**config.mk**
```make
export PLATFORM = sky130hd
export DESIGN_NAME = add4b_nibble_seq_flat
export DESIGN_NICKNAME = d
export VERILOG_FILES = /design/src/rtl/add4b_nibble_seq_if.sv /design/src/rtl/add4b_nibble_seq.sv /design/src/flat_wrapper.sv
export SDC_FILE = /design/constraint.sdc
export NUM_CORES = 1
export LEC_CHECK = 0
export ABC_CLOCK_PERIOD_IN_PS = 6300
export CAP_MARGIN = 20
export CORE_ASPECT_RATIO = 1.25
export CORE_UTILIZATION = 55
export DETAILED_ROUTE_END_ITERATION = 12
export PLACE_DENSITY_LB_ADDON = 0.1
export SYNTH_ARGS = -nofsm -noshare
export SYNTH_HDL_FRONTEND = slang
export SYNTH_SLANG_ARGS = --single-unit
```
**constraint.sdc**
```tcl
create_clock -name clk -period 6.3 [get_ports clk]
set_input_delay 0.945 -clock clk [delete_from_list [all_inputs] [get_ports clk]]
set_output_delay 0.945 -clock clk [all_outputs]
set_load 0.02 [all_outputs]
```
**src/rtl/add4b_nibble_seq_if.sv**
```systemverilog
// Operand/result handshakes plus the nibble-wide adder port of add4b_nibble_seq.
// The out_ovf signal exists only when ADD4B_SEQ_OVF_EN is defined.
interface add4b_nibble_seq_if #(
  parameter int NIBBLES = 4
);
  localparam int W = 4 * NIBBLES;

  logic         in_valid;
  logic         in_ready;
  logic [W-1:0] in_a;
  logic [W-1:0] in_b;
  logic         in_cin;

  logic         add_en;
  logic [3:0]   add_a;
  logic [3:0]   add_b;
  logic         add_cin;
  logic [3:0]   add_s;
  logic         add_cout;

  logic         out_valid;
  logic         out_ready;
  logic [W-1:0] out_sum;
  logic         out_cout;
`ifdef ADD4B_SEQ_OVF_EN
  logic         out_ovf;
`endif

  // master is the surrounding environment: operand source, adder and result sink
  modport master (
    output in_valid, in_a, in_b, in_cin, out_ready, add_s, add_cout,
    input  in_ready, add_en, add_a, add_b, add_cin, out_valid, out_sum, out_cout
`ifdef ADD4B_SEQ_OVF_EN
    , out_ovf
`endif
  );

  modport slave (
    input  in_valid, in_a, in_b, in_cin, out_ready, add_s, add_cout,
    output in_ready, add_en, add_a, add_b, add_cin, out_valid, out_sum, out_cout
`ifdef ADD4B_SEQ_OVF_EN
    , out_ovf
`endif
  );
endinterface

```
**src/rtl/add4b_nibble_seq.sv**
```systemverilog
// Serialises a wide add onto an external combinational 4-bit adder, one nibble per clock.
// Define ADD4B_SEQ_OVF_EN to add the registered signed-overflow flag out_ovf.
module add4b_nibble_seq #(
  parameter int NIBBLES = 4
) (
  input logic             clk,
  input logic             rst_n,
  add4b_nibble_seq_if.slave bus
);
  localparam int W  = 4 * NIBBLES;
  localparam int IW = (NIBBLES > 1) ? $clog2(NIBBLES) : 1;
  localparam logic [IW-1:0] LAST = IW'(NIBBLES - 1);

  typedef enum logic [1:0] {IDLE, RUN, DONE} state_t;

  state_t        state;
  logic [IW-1:0] idx;
  logic          carry;
  logic [W-1:0]  opa;
  logic [W-1:0]  opb;
  logic [W-1:0]  acc;
  logic [W-1:0]  acc_next;
  logic [W-1:0]  sum_q;
  logic          cout_q;
  logic          in_ready_q;
  logic          out_valid_q;
  logic          add_en_q;
  logic [3:0]    nib_a;
  logic [3:0]    nib_b;
`ifdef ADD4B_SEQ_OVF_EN
  logic          ovf_q;
`endif

  // acc is a working copy; out_sum only changes when a whole result completes
  always_comb begin
    nib_a    = opa[{idx, 2'b00} +: 4];
    nib_b    = opb[{idx, 2'b00} +: 4];
    acc_next = acc;
    acc_next[{idx, 2'b00} +: 4] = bus.add_s;
  end

  assign bus.add_en    = add_en_q;
  assign bus.add_a     = add_en_q ? nib_a : 4'h0;
  assign bus.add_b     = add_en_q ? nib_b : 4'h0;
  assign bus.add_cin   = add_en_q ? carry : 1'b0;
  assign bus.in_ready  = in_ready_q;
  assign bus.out_valid = out_valid_q;
  assign bus.out_sum   = sum_q;
  assign bus.out_cout  = cout_q;
`ifdef ADD4B_SEQ_OVF_EN
  assign bus.out_ovf   = ovf_q;
`endif

  always_ff @(posedge clk or negedge rst_n) begin
    if (!rst_n) begin
      state       <= IDLE;
      idx         <= '0;
      carry       <= 1'b0;
      opa         <= '0;
      opb         <= '0;
      acc         <= '0;
      sum_q       <= '0;
      cout_q      <= 1'b0;
      in_ready_q  <= 1'b1;
      out_valid_q <= 1'b0;
      add_en_q    <= 1'b0;
`ifdef ADD4B_SEQ_OVF_EN
      ovf_q       <= 1'b0;
`endif
    end else begin
      unique case (state)
        IDLE: begin
          if (bus.in_valid && in_ready_q) begin
            opa        <= bus.in_a;
            opb        <= bus.in_b;
            carry      <= bus.in_cin;
            idx        <= '0;
            acc        <= '0;
            in_ready_q <= 1'b0;
            add_en_q   <= 1'b1;
            state      <= RUN;
          end
        end
        RUN: begin
          acc   <= acc_next;
          carry <= bus.add_cout;
          if (idx == LAST) begin
            sum_q       <= acc_next;
            cout_q      <= bus.add_cout;
`ifdef ADD4B_SEQ_OVF_EN
            ovf_q       <= (opa[W-1] == opb[W-1]) && (bus.add_s[3] != opa[W-1]);
`endif
            add_en_q    <= 1'b0;
            out_valid_q <= 1'b1;
            state       <= DONE;
          end else begin
            idx <= idx + 1'b1;
          end
        end
        DONE: begin
          // in_ready rises only after this edge, so a same-cycle in_valid waits one cycle
          if (bus.out_ready) begin
            out_valid_q <= 1'b0;
            in_ready_q  <= 1'b1;
            state       <= IDLE;
          end
        end
        default: state <= IDLE;
      endcase
    end
  end
endmodule

```
**src/flat_wrapper.sv**
```systemverilog
// flat-port wrapper written by rule: the top's interface ports become plain ports
module add4b_nibble_seq_flat 
#(
  parameter int NIBBLES = 4
)
  (clk, rst_n, bus_in_valid, bus_in_a, bus_in_b, bus_in_cin, bus_out_ready, bus_add_s, bus_add_cout, bus_in_ready, bus_add_en, bus_add_a, bus_add_b, bus_add_cin, bus_out_valid, bus_out_sum, bus_out_cout);
  add4b_nibble_seq_if #(.NIBBLES(NIBBLES)) bus_i ();
  input logic clk;
  input logic rst_n;
  input wire logic [$bits(bus_i.in_valid)-1:0] bus_in_valid;
  input wire logic [$bits(bus_i.in_a)-1:0] bus_in_a;
  input wire logic [$bits(bus_i.in_b)-1:0] bus_in_b;
  input wire logic [$bits(bus_i.in_cin)-1:0] bus_in_cin;
  input wire logic [$bits(bus_i.out_ready)-1:0] bus_out_ready;
  input wire logic [$bits(bus_i.add_s)-1:0] bus_add_s;
  input wire logic [$bits(bus_i.add_cout)-1:0] bus_add_cout;
  output wire logic [$bits(bus_i.in_ready)-1:0] bus_in_ready;
  output wire logic [$bits(bus_i.add_en)-1:0] bus_add_en;
  output wire logic [$bits(bus_i.add_a)-1:0] bus_add_a;
  output wire logic [$bits(bus_i.add_b)-1:0] bus_add_b;
  output wire logic [$bits(bus_i.add_cin)-1:0] bus_add_cin;
  output wire logic [$bits(bus_i.out_valid)-1:0] bus_out_valid;
  output wire logic [$bits(bus_i.out_sum)-1:0] bus_out_sum;
  output wire logic [$bits(bus_i.out_cout)-1:0] bus_out_cout;
  assign bus_i.in_valid = bus_in_valid;
  assign bus_i.in_a = bus_in_a;
  assign bus_i.in_b = bus_in_b;
  assign bus_i.in_cin = bus_in_cin;
  assign bus_i.out_ready = bus_out_ready;
  assign bus_i.add_s = bus_add_s;
  assign bus_i.add_cout = bus_add_cout;
  assign bus_in_ready = bus_i.in_ready;
  assign bus_add_en = bus_i.add_en;
  assign bus_add_a = bus_i.add_a;
  assign bus_add_b = bus_i.add_b;
  assign bus_add_cin = bus_i.add_cin;
  assign bus_out_valid = bus_i.out_valid;
  assign bus_out_sum = bus_i.out_sum;
  assign bus_out_cout = bus_i.out_cout;
  add4b_nibble_seq #(.NIBBLES(NIBBLES)) u_core (.clk(clk), .rst_n(rst_n), .bus(bus_i));
endmodule
```
==> Flow_metrics.wiki, run 1 <==
{| class="wikitable"
! Metric !! Value
|-
| Run status || finished, final reports clean
|-
| Maximum number of pins on one net before global-route repair || 74
|-
| Die ar. || 0.006448 mm²
|-
| DRT Pass-1 Iters || 4
|-
| Initial DRC Count || 149
|-
| Floorplan row count || 31
|-
| Area share of and/or/nand/nor cells after synthesis || 0.09688
|-
| Maxcap violations || 0
|-
| CP max-delay cell || sky130_fd_sc_hd__mux4_1
|-
| Ports placed on the boundary || 71
|-
| Worst path cell trace || buf_16, mux4_1, and2_1, clkdlybuf4s50_1
|-
| Final ANT Viol Nets || 0
|-
| Total vias in the final route || 2337
|-
| Routability cong. || 0.7413
|-
| Flop and latch count out of synthesis || 73
|-
| Highest routed metal layer || met4
|-
| Multi-input gate area || 0.001406 mm²
|-
| Switching power as a share of total power || 0.2048
|-
| Cells taking the most area after synthesis || sky130_fd_sc_hd__dfrtp_1 53%, sky130_fd_sc_hd__mux2_2 11%, sky130_fd_sc_hd__mux4_2 4.7%
|-
| Die Wd || 72.02 µm
|-
| DR vias/cell || 5.631
|-
| Lkg Pwr || 0.001923 µW
|-
| Post-CTS Hold Fix Bufs || 0
|-
| Peak fanout along the critical path || 22
|-
| Power per Cell Area || 213.0 mW/mm²
|-
| Final slew viol count || 0
|-
| Unrepaired setup endpoints after global routing || false
|-
| Part of the cycle the worst path needs || 0.5106
|-
| Worst slew pin tran || 1.048 ns
|-
| Number of remaining DRC errors || 0
|-
| Netlist cell types || 37
|-
| Main combinational cell family by area after synthesis || multiplexers
|-
| Inserted Clock Buffers || 9
|-
| Maximum cell stage delay along the critical path || 0.54 ns
|-
| Count of buffers inserted at the top-level ports || 70
|-
| Clock input transition at the sequential cells of the worst setup and hold paths || 0.08 ns
|-
| Half-perimeter wire length after detailed placement || 4333 µm
|-
| First-pass GRT wire length || 11050 µm
|-
| Initial standard-cell utilization of the core || 0.5755
|-
| Area of all sequential standard cells || 0.001828 mm²
|-
| Nets || 376
|-
| Category of the worst setup path launch point || flop
|-
| Critical path type || reg -> out
|-
| Maximum buffer depth of the clock tree || 2
|-
| Antenna diode count || 0
|-
| Final period demand of the worst path || 3.217 ns
|-
| Routed wire per std cell || 15.78 µm
|-
| Post-CTS sizing || 0
|-
| WP data arrival || 2.27 ns
|-
| Antenna violations before repair || 0
|-
| Average instance area after synthesis || 13.06 µm²
|-
| Synth-to-Final Area Change || 28.69%
|-
| Portion of total power attributed to the clock network || 0.451
|-
| Power share of the sequential group || 0.507
|-
| Switching pwr || 189.2 µW
|-
| Adder-cell share of the synthesized area || 0.02227
|-
| Total detailed-routing wirelength || 6550 µm
|-
| Portion of netlist area occupied by mux cells || 0.1693
|-
| Async set or reset register ratio after synthesis || 1.000
|-
| EDFF count, synth || 0
|-
| Data required time of the critical path || 5.35 ns
|-
| Post-DP Area || 0.004081 mm²
|-
| Clock tree from TritonCTS || yes
|-
| Slew Limit Headroom || 0.2999
|-
| Vias in the first global route || 2357
|-
| Worst hold path type || reg -> reg
|-
| M1 WL || 2643 µm
|-
| Family with the most delay on the worst path || buffers and inverters
|-
| Part of the power in combinational logic || 0.042
|-
| Fraction of final layout cells with drive strength greater than 1 || 0.2132
|-
| Root Buffer || sky130_fd_sc_hd__clkbuf_8
|-
| Cell count after synthesis || 258
|-
| Post-Route Setup TNS || 0 ns
|-
| Buffers inserted by post-CTS timing repair || 0
|-
| Sequential area share after synthesis || 0.5423
|-
| Crit path buf inv count || 2
|-
| Met3 Wirelength || 361 µm
|-
| Cell Int Power || 734.7 µW
|-
| Worst hold margin || 0.4984 ns
|-
| Overall track demand over capacity in global routing || 0.2298
|-
| Worst-Skew Late Latency || 0.35 ns
|-
| Main flop type after synthesis || sky130_fd_sc_hd__dfrtp_1
|-
| Netlist area before placement || 0.003371 mm²
|-
| Complex-gate fraction of the synthesized area || 0.1288
|-
| Highest achievable clock rate || 0.3109 GHz
|-
| Clock Skew || 0.009573 ns
|-
| Clk sink count || 73
|-
| Yosys warnings || 0
|-
| Number of H-tree levels || 3
|-
| Top-area cell type share of the netlist area || 0.5345
|-
| Fill cell total of the finished layout || 413
|-
| Count leader, synth || sky130_fd_sc_hd__dfrtp_1
|-
| Global route overflow || 0
|-
| Post-synth top cells || 72 x sky130_fd_sc_hd__dfrtp_1, 33 x sky130_fd_sc_hd__mux2_2, 26 x sky130_fd_sc_hd__a21oi_1
|-
| Capturing element type of the critical path || primary output
|-
| Cell type contributing the most total cell area after synthesis || sky130_fd_sc_hd__dfrtp_1
|-
| Number of nets produced by synthesis || 306
|-
| WL met2 || 3426 µm
|-
| Worst VDD drop || 0.0001757 V
|-
| Final cell area excluding filler cells || 0.004338 mm²
|-
| Vertical die dimension || 89.53 µm
|-
| Core area || 0.005857 mm²
|-
| Final Setup Violations || 0
|-
| Xor and xnor area share after synthesis || 0
|-
| Hold violation count in the final report || 0
|}
==> cells by family (layout without fill, tap and decap cells) <==
logic type / Yosys count / in the layout
buf+inv: 23 / 98
mux: 42 / 42
simple gates: 53 / 53
fa+ha+maj: 6 / 6
flops: 73 / 73
compound gates: 61 / 61
==> per-stage QoR <==
| step | setup slack [ns] | util | total power [µW] | cells |
|---|---|---|---|---|
| after CTS | 2.595 | 0.7360 | 930.5 | 414 |
| after detailed placement | 2.968 | 0.6969 | 517.3 | 398 |
| after global routing | 3.006 | 0.7407 | 954.4 | 415 |
| final | 3.083 | 0.7407 | 924.0 | 415 |
| after floorplan | 4.013 | - | 480.7 | 258 |
| after global placement | 2.980 | 0.6969 | 516.7 | 398 |
==> worst paths after layout <==
kind / startpoint / endpoint / slack (ns) / depth (start not counted)
max: u_core.idx[0] / bus_add_b[3] / 3.08 / 4
min: u_core.acc[5] / u_core.acc[5] / 0.50 / 1
max reg2reg: u_core.idx[1] / u_core.acc[1] / 4.09 / 5
min reg2reg: u_core.acc[5] / u_core.acc[5] / 0.50 / 1
max in group asynchronous: rst_n / u_core.opb[11] / 4.90 / 2
min in group asynchronous: rst_n / u_core.bus.out_sum[7] / 0.79 / 2
==> state kept, by name, indices dropped and copies added (netlist names) <==
name,cells
u_core.bus.in_ready,1
u_core.bus.out_sum,16
u_core.carry,1
u_core.bus.out_valid,1
u_core.state,2
u_core.opa,16
u_core.bus.out_cout,1
u_core.acc,16
u_core.idx,2
u_core.opb,16
u_core.bus.add_en,1
==> cell usage in the layout (no fill, tap or decap), types with 6 or more instances in the layout <==
master and n:
sky130_fd_sc_hd__dfrtp_1 72, sky130_fd_sc_hd__a21oi_1 26, sky130_fd_sc_hd__clkdlybuf4s50_1 69, sky130_fd_sc_hd__mux2_2 33, sky130_fd_sc_hd__inv_1 9, sky130_fd_sc_hd__a32oi_1 8
sky130_fd_sc_hd__clkbuf_8 11, sky130_fd_sc_hd__nor2b_1 9, sky130_fd_sc_hd__and2_1 12, sky130_fd_sc_hd__a32o_1 8, sky130_fd_sc_hd__nor2_1 18, sky130_fd_sc_hd__a22o_1 8
sky130_fd_sc_hd__ha_1 6, sky130_fd_sc_hd__mux4_2 7
==> cell type report <==
cell class / instances / share of cell area
clock buffer: 11 / 0.03490
clock inverter: 5 / 0.01788
inverter: 9 / 0.007788
multi-input combinational: 162 / 0.3242
sequential: 73 / 0.4214
tap: 82 / 0.02365
timing repair buffer: 73 / 0.1702
==> power by group through the flow <==
| stage | registers (µW) | logic [µW] | clock network, µW |
|---|---|---|---|
| finish | 468 | 39.2 | 416 |
| global route | 468 | 43.4 | 443 |
| CTS | 468 | 40.0 | 422 |
| detailed placement | 477 | 39.9 | 0 |
| global placement | 477 | 39.3 | 0 |
| floorplan | 478 | 3.09 | 0 |
==> layer usage <==
layer,up-vias,global-route usage
li1,1085,-
met1,1174,0.2738
met2,67,0.4014
met3,11,0.05862
met4,0,0.09091
met5,-,0
(Power assumes the default switching activity.)
==> run 2, diff against run 1 <==
--- a/config.mk
+++ b/config.mk
@@ -5,10 +5,10 @@
 export SDC_FILE = /design/constraint.sdc
 export NUM_CORES = 1
 export LEC_CHECK = 0
-export ABC_CLOCK_PERIOD_IN_PS = 6300
+export ABC_CLOCK_PERIOD_IN_PS = 2700
 export CAP_MARGIN = 20
 export CORE_ASPECT_RATIO = 1.25
-export CORE_UTILIZATION = 55
+export CORE_UTILIZATION = 46
 export DETAILED_ROUTE_END_ITERATION = 12
 export PLACE_DENSITY_LB_ADDON = 0.1
 export SYNTH_ARGS = -nofsm -noshare
==> constraint.sdc (replaced) <==
create_clock -name clk -period 2.7 [get_ports clk]
set_input_delay 0.405 -clock clk [delete_from_list [all_inputs] [get_ports clk]]
set_output_delay 0.405 -clock clk [all_outputs]
set_load 0.02 [all_outputs]
==> run 2 against run 1 <==
- register-to-register slack worse by 3.5 ns
- hold slack worse by 0.31 ns
- sequential cell count stayed put
- critical path depth is the same
- clock skew hardly changed
- largest cell class unchanged
==> Flow_metrics.wiki, run 2 (synthesized netlist as in run 1, its figures left out) <==
{| class="wikitable"
! Metric !! Value
|-
| Buffers inserted by post-CTS timing repair || 0 (unchanged)
|-
| Cells on worst reg2reg path || 5 (unchanged)
|-
| Worst flop-to-flop path endpoint || u_core.acc[1]
|-
| Number of remaining DRC errors || 0 (unchanged)
|-
| Lkg Pwr || 0.001918 µW (-0.26%)
|-
| Critical path type || reg -> out
|-
| Clk sink count || 73 (unchanged)
|-
| Post-Route Setup TNS || 0 ns (unchanged)
|-
| Die Wd || 78.57 µm (+9.1%)
|-
| Initial standard-cell utilization of the core || 0.4802 (-0.09530)
|-
| Total vias in the final route || 2255 (-3.5%)
|-
| Antenna diode count || 0 (unchanged)
|-
| Launch point of the critical path || u_core.idx[0]
|-
| Power per Cell Area || 471.6 mW/mm² (+120%)
|-
| Unrepaired setup endpoints after global routing || false
|-
| Hold violation count in the final report || 0 (unchanged)
|-
| Reg-to-reg slack, setup || 0.55 ns (-3.54 ns)
|-
| Core area || 0.007019 mm² (+20%)
|-
| DR vias/cell || 5.306 (-5.8%)
|-
| Final slew viol count || 0 (unchanged)
|-
| Final period demand of the worst path || 2.550 ns
|-
| Worst VDD drop || 0.0003101 V (+77%)
|-
| First-pass GRT wire length || 11390 µm (+3.1%)
|-
| Count of buffers inserted at the top-level ports || 70 (unchanged)
|-
| Antenna violations before repair || 0 (unchanged)
|-
| Vias in the first global route || 2301 (-2.4%)
|-
| Part of the cycle the worst path needs || 0.9445
|-
| Number of H-tree levels || 3 (unchanged)
|-
| Launch instance of the worst register-to-register path || u_core.idx[1]
|-
| Initial DRC Count || 144 (-3.4%)
|-
| Global route overflow || 0 (unchanged)
|-
| Vertical die dimension || 97.71 µm (+9.1%)
|-
| Die ar. || 0.007676 mm² (+19%)
|-
| Post-CTS Hold Fix Bufs || 0 (unchanged)
|-
| Capturing element type of the critical path || primary output
|-
| Clock Skew || 0.009956 ns (+0.0003834 ns)
|-
| Clock tree from TritonCTS || yes
|-
| Total detailed-routing wirelength || 6707 µm (+2.4%)
|-
| Highest-count cells in the layout ignoring fill and taps || 72 x sky130_fd_sc_hd__dfrtp_1, 69 x sky130_fd_sc_hd__clkdlybuf4s50_1, 33 x sky130_fd_sc_hd__mux2_2
|-
| Worst hold path type || in -> async
|-
| WP data arrival || 2.15 ns (-0.12 ns)
|-
| DRT Pass-1 Iters || 4 (unchanged)
|-
| Clock input transition at the sequential cells of the worst setup and hold paths || 0.08 ns (about the same)
|-
| Worst-Skew Late Latency || 0.34 ns (about the same)
|-
| Ports placed on the boundary || 71 (unchanged)
|-
| Final core utilization || 0.6193 (-0.1214)
|-
| Routed wire per std cell || 15.78 µm (about the same)
|-
| Final Setup Violations || 0 (unchanged)
|-
| Run status || finished, final reports clean
|-
| Fraction of final layout cells with drive strength greater than 1 || 0.2179 (+0.004697)
|-
| Nets || 378 (+0.53%)
|-
| Worst hold margin || 0.1922 ns (-0.3062 ns)
|-
| Synth-to-Final Area Change || 28.95%
|-
| Maximum number of pins on one net before global-route repair || 74 (unchanged)
|-
| Routability cong. || 0.7512 (+1.3%)
|-
| Post-CTS sizing || 0 (unchanged)
|-
| Peak fanout along the critical path || 8 (-64%)
|-
| Half-perimeter wire length after detailed placement || 4668 µm (+7.7%)
|-
| Inserted Clock Buffers || 9 (unchanged)
|-
| Root Buffer || sky130_fd_sc_hd__clkbuf_8
|-
| Highest achievable clock rate || 0.3922 GHz
|-
| Floorplan row count || 34 (+9.7%)
|-
| Fill cell total of the finished layout || 598 (+45%)
|-
| Final ANT Viol Nets || 0 (unchanged)
|-
| Category of the worst setup path launch point || flop
|-
| Maxcap violations || 0 (unchanged)
|-
| Slew Limit Headroom || 0.3911 (+0.09119)
|-
| Maximum buffer depth of the clock tree || 2 (unchanged)
|-
| Worst slew pin tran || 0.9134 ns (-0.1346 ns)
|-
| Overall track demand over capacity in global routing || 0.1947 (-0.03515)
|-
| Commonest non-fill, non-tap cell in the layout || sky130_fd_sc_hd__dfrtp_1
|-
| Data required time of the critical path || 2.30 ns (-3.05 ns)
|}
run 2: cell types whose count changed in the layout (fill, tap and decap cells not counted), sizes merged:
| cell | change |
|---|---|
| clkinvlp | +1 |
| buf | +2 |
| clkinv | +1 |
| bufinv | -1 |
| clkbuf | -1 |
run 2: area by class of cell:
| cell class | instances | area (µm²) | share of cell area |
|---|---|---|---|
| clock buffer | 10 | 137.6 | 0.03166 |
| clock inverter | 6 | 67.56 | 0.01554 |
| inverter | 9 | 33.78 | 0.007772 |
| multi-input combinational | 162 | 1406 | 0.3235 |
| timing repair buffer | 75 | 760.7 | 0.1750 |
| tap | 90 | 112.6 | 0.02591 |
| sequential | 73 | 1828 | 0.4206 |
run 2: worst max-delay path, cell delays in order (launching register included):
cell	delay (ns)
sky130_fd_sc_hd__dfrtp_1	0.35
sky130_fd_sc_hd__buf_4	0.21
sky130_fd_sc_hd__mux4_1	0.55
sky130_fd_sc_hd__and2_1	0.17
sky130_fd_sc_hd__clkdlybuf4s50_1	0.53
run 2: where the power goes:
| part | internal, µW | switching, µW |
|---|---|---|
| Combinational | 53.6 | 36.9 |
| Sequential | 1090 | 0 |
| Clock | 453 | 413 |
run 2: how the worst max path moves through the flow:
stage	cells after the start	slack (ns)	to
after floorplan	7	0.67	u_core.acc[0]
after global placement	4	0.50	bus_add_b[3]
after detailed placement	4	0.49	bus_add_b[3]
after CTS	4	0.11	bus_add_b[3]
after global routing	4	0.04	bus_add_b[3]
final	4	0.15	bus_add_b[3]
run 2: metal layers:
layer,global-route usage,vias up,wire [µm]
met2,0.3171,57,3457
met4,0.08547,0,116
li1,-,1089,-
met1,0.2434,1097,2796
met3,0.04883,12,336
met5,0,-,0
run 2: through the flow:
step / total power [µW] / area [µm²] / setup WS [ns] / std cells
floorplan: 1122 / 3371 / 0.6677 / 258
global placement: 1206 / 4141 / 0.4995 / 409
detailed placement: 1207 / 4141 / 0.4894 / 409
CTS: 2082 / 4347 / 0.1071 / 425
global route: 2140 / 4347 / 0.04241 / 425
finish: 2050 / 4347 / 0.1500 / 425
==> run 3, diff against run 2 <==
--- a/config.mk
+++ b/config.mk
@@ -10,7 +10,7 @@
 export CORE_ASPECT_RATIO = 1.25
 export CORE_UTILIZATION = 46
 export DETAILED_ROUTE_END_ITERATION = 12
-export PLACE_DENSITY_LB_ADDON = 0.1
+export PLACE_DENSITY = 0.76
 export SYNTH_ARGS = -nofsm -noshare
 export SYNTH_HDL_FRONTEND = slang
 export SYNTH_SLANG_ARGS = --single-unit
==> run 3 against run 2 <==
- hold slack got worse by 0.048 ns
- global-route usage rose by 1.2 points
- cell count is 0.24% higher
- sequential share of layout area is 0.60 points lower
- non-clock buffer count up 1
- power rose by 15%
- largest power group is now clock
==> Flow_metrics.wiki, run 3 (synthesized netlist as in run 1, its figures left out) <==
{| class="wikitable"
! Metric !! Value
|-
| Run status || finished, final reports clean
|-
| Category of the worst setup path launch point || flop
|-
| Power per Cell Area || 533.7 mW/mm² (+13%)
|-
| Clk sink count || 73 (unchanged)
|-
| Post-CTS Hold Fix Bufs || 0 (unchanged)
|-
| Worst VDD drop || 0.0002974 V (-4.1%)
|-
| Initial standard-cell utilization of the core || 0.4802 (unchanged)
|-
| Final ANT Viol Nets || 0 (unchanged)
|-
| Fill cell total of the finished layout || 562 (-6.0%)
|-
| Core area || 0.007019 mm² (unchanged)
|-
| Die Wd || 78.57 µm (unchanged)
|-
| Highest routed metal layer || met4
|-
| Highest achievable clock rate || 0.3934 GHz (+0.32%)
|-
| Data required time of the critical path || 2.30 ns (about the same)
|-
| Ports placed on the boundary || 71 (unchanged)
|-
| Crit path buf inv count || 2 (unchanged)
|-
| Met3 Wirelength || 427 µm (+27%)
|-
| Part of the cycle the worst path needs || 0.9414 (-0.003011)
|-
| Reg-to-reg slack, setup || 0.54 ns (about the same)
|-
| Final cell area excluding filler cells || 0.004409 mm² (+1.4%)
|-
| Cell total after placement || 410 (+0.24%)
|-
| Final slew viol count || 0 (unchanged)
|-
| Worst slew pin tran || 0.8090 ns (-0.1043 ns)
|-
| Multi-input gate area || 0.001406 mm² (unchanged)
|-
| Capturing element type of the critical path || primary output
|-
| Maximum cell stage delay along the critical path || 0.56 ns (about the same)
|-
| DRT Pass-1 Iters || 4 (unchanged)
|-
| Root Buffer || sky130_fd_sc_hd__clkbuf_8
|-
| Slew Limit Headroom || 0.4606 (+0.06954)
|-
| Inserted Clock Buffers || 9 (unchanged)
|-
| Clock input transition at the sequential cells of the worst setup and hold paths || 0.08 ns (about the same)
|-
| Peak fanout along the critical path || 6 (-2)
|-
| Non-filler cells in the finished layout || 426 (+0.24%)
|-
| Synth-to-Final Area Change || 30.81%
|-
| Number of H-tree levels || 3 (unchanged)
|-
| Commonest non-fill, non-tap cell in the layout || sky130_fd_sc_hd__dfrtp_1
|-
| Hold violation count in the final report || 0 (unchanged)
|-
| Maximum buffer depth of the clock tree || 2 (unchanged)
|-
| Fraction of final layout cells with drive strength greater than 1 || 0.2202 (+0.002328)
|-
| Routability cong. || 0.8019 (+6.7%)
|-
| Total vias in the final route || 2363 (+4.8%)
|-
| Worst flop-to-flop path endpoint || u_core.acc[0]
|-
| Buffers inserted by post-CTS timing repair || 0 (unchanged)
|-
| Launch instance of the worst register-to-register path || u_core.idx[1]
|-
| Highest-count cells in the layout ignoring fill and taps || 72 x sky130_fd_sc_hd__dfrtp_1, 69 x sky130_fd_sc_hd__clkdlybuf4s50_1, 33 x sky130_fd_sc_hd__mux2_2
|-
| Antenna violations before repair || 0 (unchanged)
|-
| Global route overflow || 0 (unchanged)
|-
| Final core utilization || 0.6282 (+0.008913)
|-
| Unrepaired setup endpoints after global routing || false
|-
| DR vias/cell || 5.547 (+4.5%)
|-
| Cells on worst reg2reg path || 5 (unchanged)
|-
| Lkg Pwr || 0.001960 µW (+2.2%)
|-
| Vertical die dimension || 97.71 µm (unchanged)
|-
| Floorplan row count || 34 (unchanged)
|-
| Clock Skew || 0.009501 ns (-0.0004546 ns)
|-
| Final Setup Violations || 0 (unchanged)
|-
| Routed wire per std cell || 16.74 µm (+6.1%)
|-
| Overall track demand over capacity in global routing || 0.2063 (+0.01164)
|-
| Half-perimeter wire length after detailed placement || 4877 µm (+4.5%)
|-
| Worst path cell trace || buf_4, mux4_1, and2_1, clkdlybuf4s50_1
|-
| Antenna diode count || 0 (unchanged)
|-
| Post-CTS sizing || 0 (unchanged)
|-
| Final period demand of the worst path || 2.542 ns (-0.008129 ns)
|-
| Initial DRC Count || 118 (-18%)
|-
| Die ar. || 0.007676 mm² (unchanged)
|-
| Area of all sequential standard cells || 0.001828 mm² (unchanged)
|-
| Worst hold path type || in -> async
|-
| Clock tree from TritonCTS || yes
|-
| Family with the most delay on the worst path || buffers and inverters
|-
| Count of buffers inserted at the top-level ports || 70 (unchanged)
|-
| Post-Route Setup TNS || 0 ns (unchanged)
|-
| WL met2 || 3525 µm (+2.0%)
|-
| Post-DP Area || 0.004134 mm² (-0.18%)
|-
| Number of remaining DRC errors || 0 (unchanged)
|-
| WP data arrival || 2.14 ns (about the same)
|-
| Worst-Skew Late Latency || 0.35 ns (about the same)
|-
| First-pass GRT wire length || 12090 µm (+6.1%)
|-
| Nets || 379 (+0.26%)
|-
| Maximum number of pins on one net before global-route repair || 41 (-45%)
|-
| Maxcap violations || 0 (unchanged)
|-
| CP max-delay cell || sky130_fd_sc_hd__mux4_1
|-
| M1 WL || 3058 µm (+9.4%)
|-
| Total detailed-routing wirelength || 7132 µm (+6.3%)
|-
| Vias in the first global route || 2416 (+5.0%)
|-
| Critical path type || reg -> out
|}
==> run 3: changes by cell type in the layout (fill, tap and decap cells not counted) <==
cell                         change
sky130_fd_sc_hd__buf_2           +1
sky130_fd_sc_hd__inv_6           +1
sky130_fd_sc_hd__bufinv_16       +3
sky130_fd_sc_hd__clkinv_4        -1
sky130_fd_sc_hd__clkinv_2        -1
sky130_fd_sc_hd__clkinvlp_4      -2
sky130_fd_sc_hd__buf_12          -1
sky130_fd_sc_hd__buf_4           +1
==> run 3: power by group <==
| group | total (µW) | internal (µW) | switching (µW) |
|---|---|---|---|
| registers | 1090 | 1090 | 0 |
| clock network | 1170 | 737 | 428 |
| logic | 95.6 | 56.4 | 39.1 |
| total | 2350 | 1890 | 467 |
==> run 3: worst reg2reg max path: stages, from the launching register on <==
cell and delay [ns]:
sky130_fd_sc_hd__dfrtp_1 0.68, sky130_fd_sc_hd__inv_1 0.21, sky130_fd_sc_hd__ha_1 0.43, sky130_fd_sc_hd__and4bb_2 0.31, sky130_fd_sc_hd__and2_1 0.20, sky130_fd_sc_hd__a22o_1 0.24
==> run 3: layout make-up <==
type / instances / area share
tap: 90 / 0.02554
clock buffer: 10 / 0.03121
sequential: 73 / 0.4146
clock inverter: 6 / 0.03121
multi-input combinational: 162 / 0.3190
timing repair buffer: 76 / 0.1708
inverter: 9 / 0.007662
==> run 3: how the worst max path moves through the flow <==
stage	start	end	slack [ns]	depth (start not counted)
floorplan	u_core.idx[0]	u_core.acc[0]	0.67	7
global placement	u_core.idx[0]	bus_add_b[3]	0.54	4
detailed placement	u_core.idx[0]	bus_add_b[3]	0.54	4
CTS	u_core.idx[0]	bus_add_b[3]	0.14	4
global route	u_core.idx[0]	bus_add_b[3]	0.07	4
finish	u_core.idx[0]	bus_add_b[3]	0.16	4
==> run 3: layer usage <==
layer	vias up	global-route usage
met1	1166	0.2534
met2	92	0.3405
li1	1091	-
met5	-	0
met3	14	0.05258
met4	0	0.08974
==> run 3: per-stage QoR <==
stage | hold WS [ns] | total power, µW | setup WS, ns
2_1_floorplan | 0.1094 | 1122 | 0.6677
3_3_place_gp | 0.4738 | 1209 | 0.5386
3_5_place_dp | 0.4763 | 1211 | 0.5375
4_1_cts | 0.1509 | 2376 | 0.1430
5_1_grt | 0.2014 | 2426 | 0.06694
6_report | 0.1439 | 2353 | 0.1581
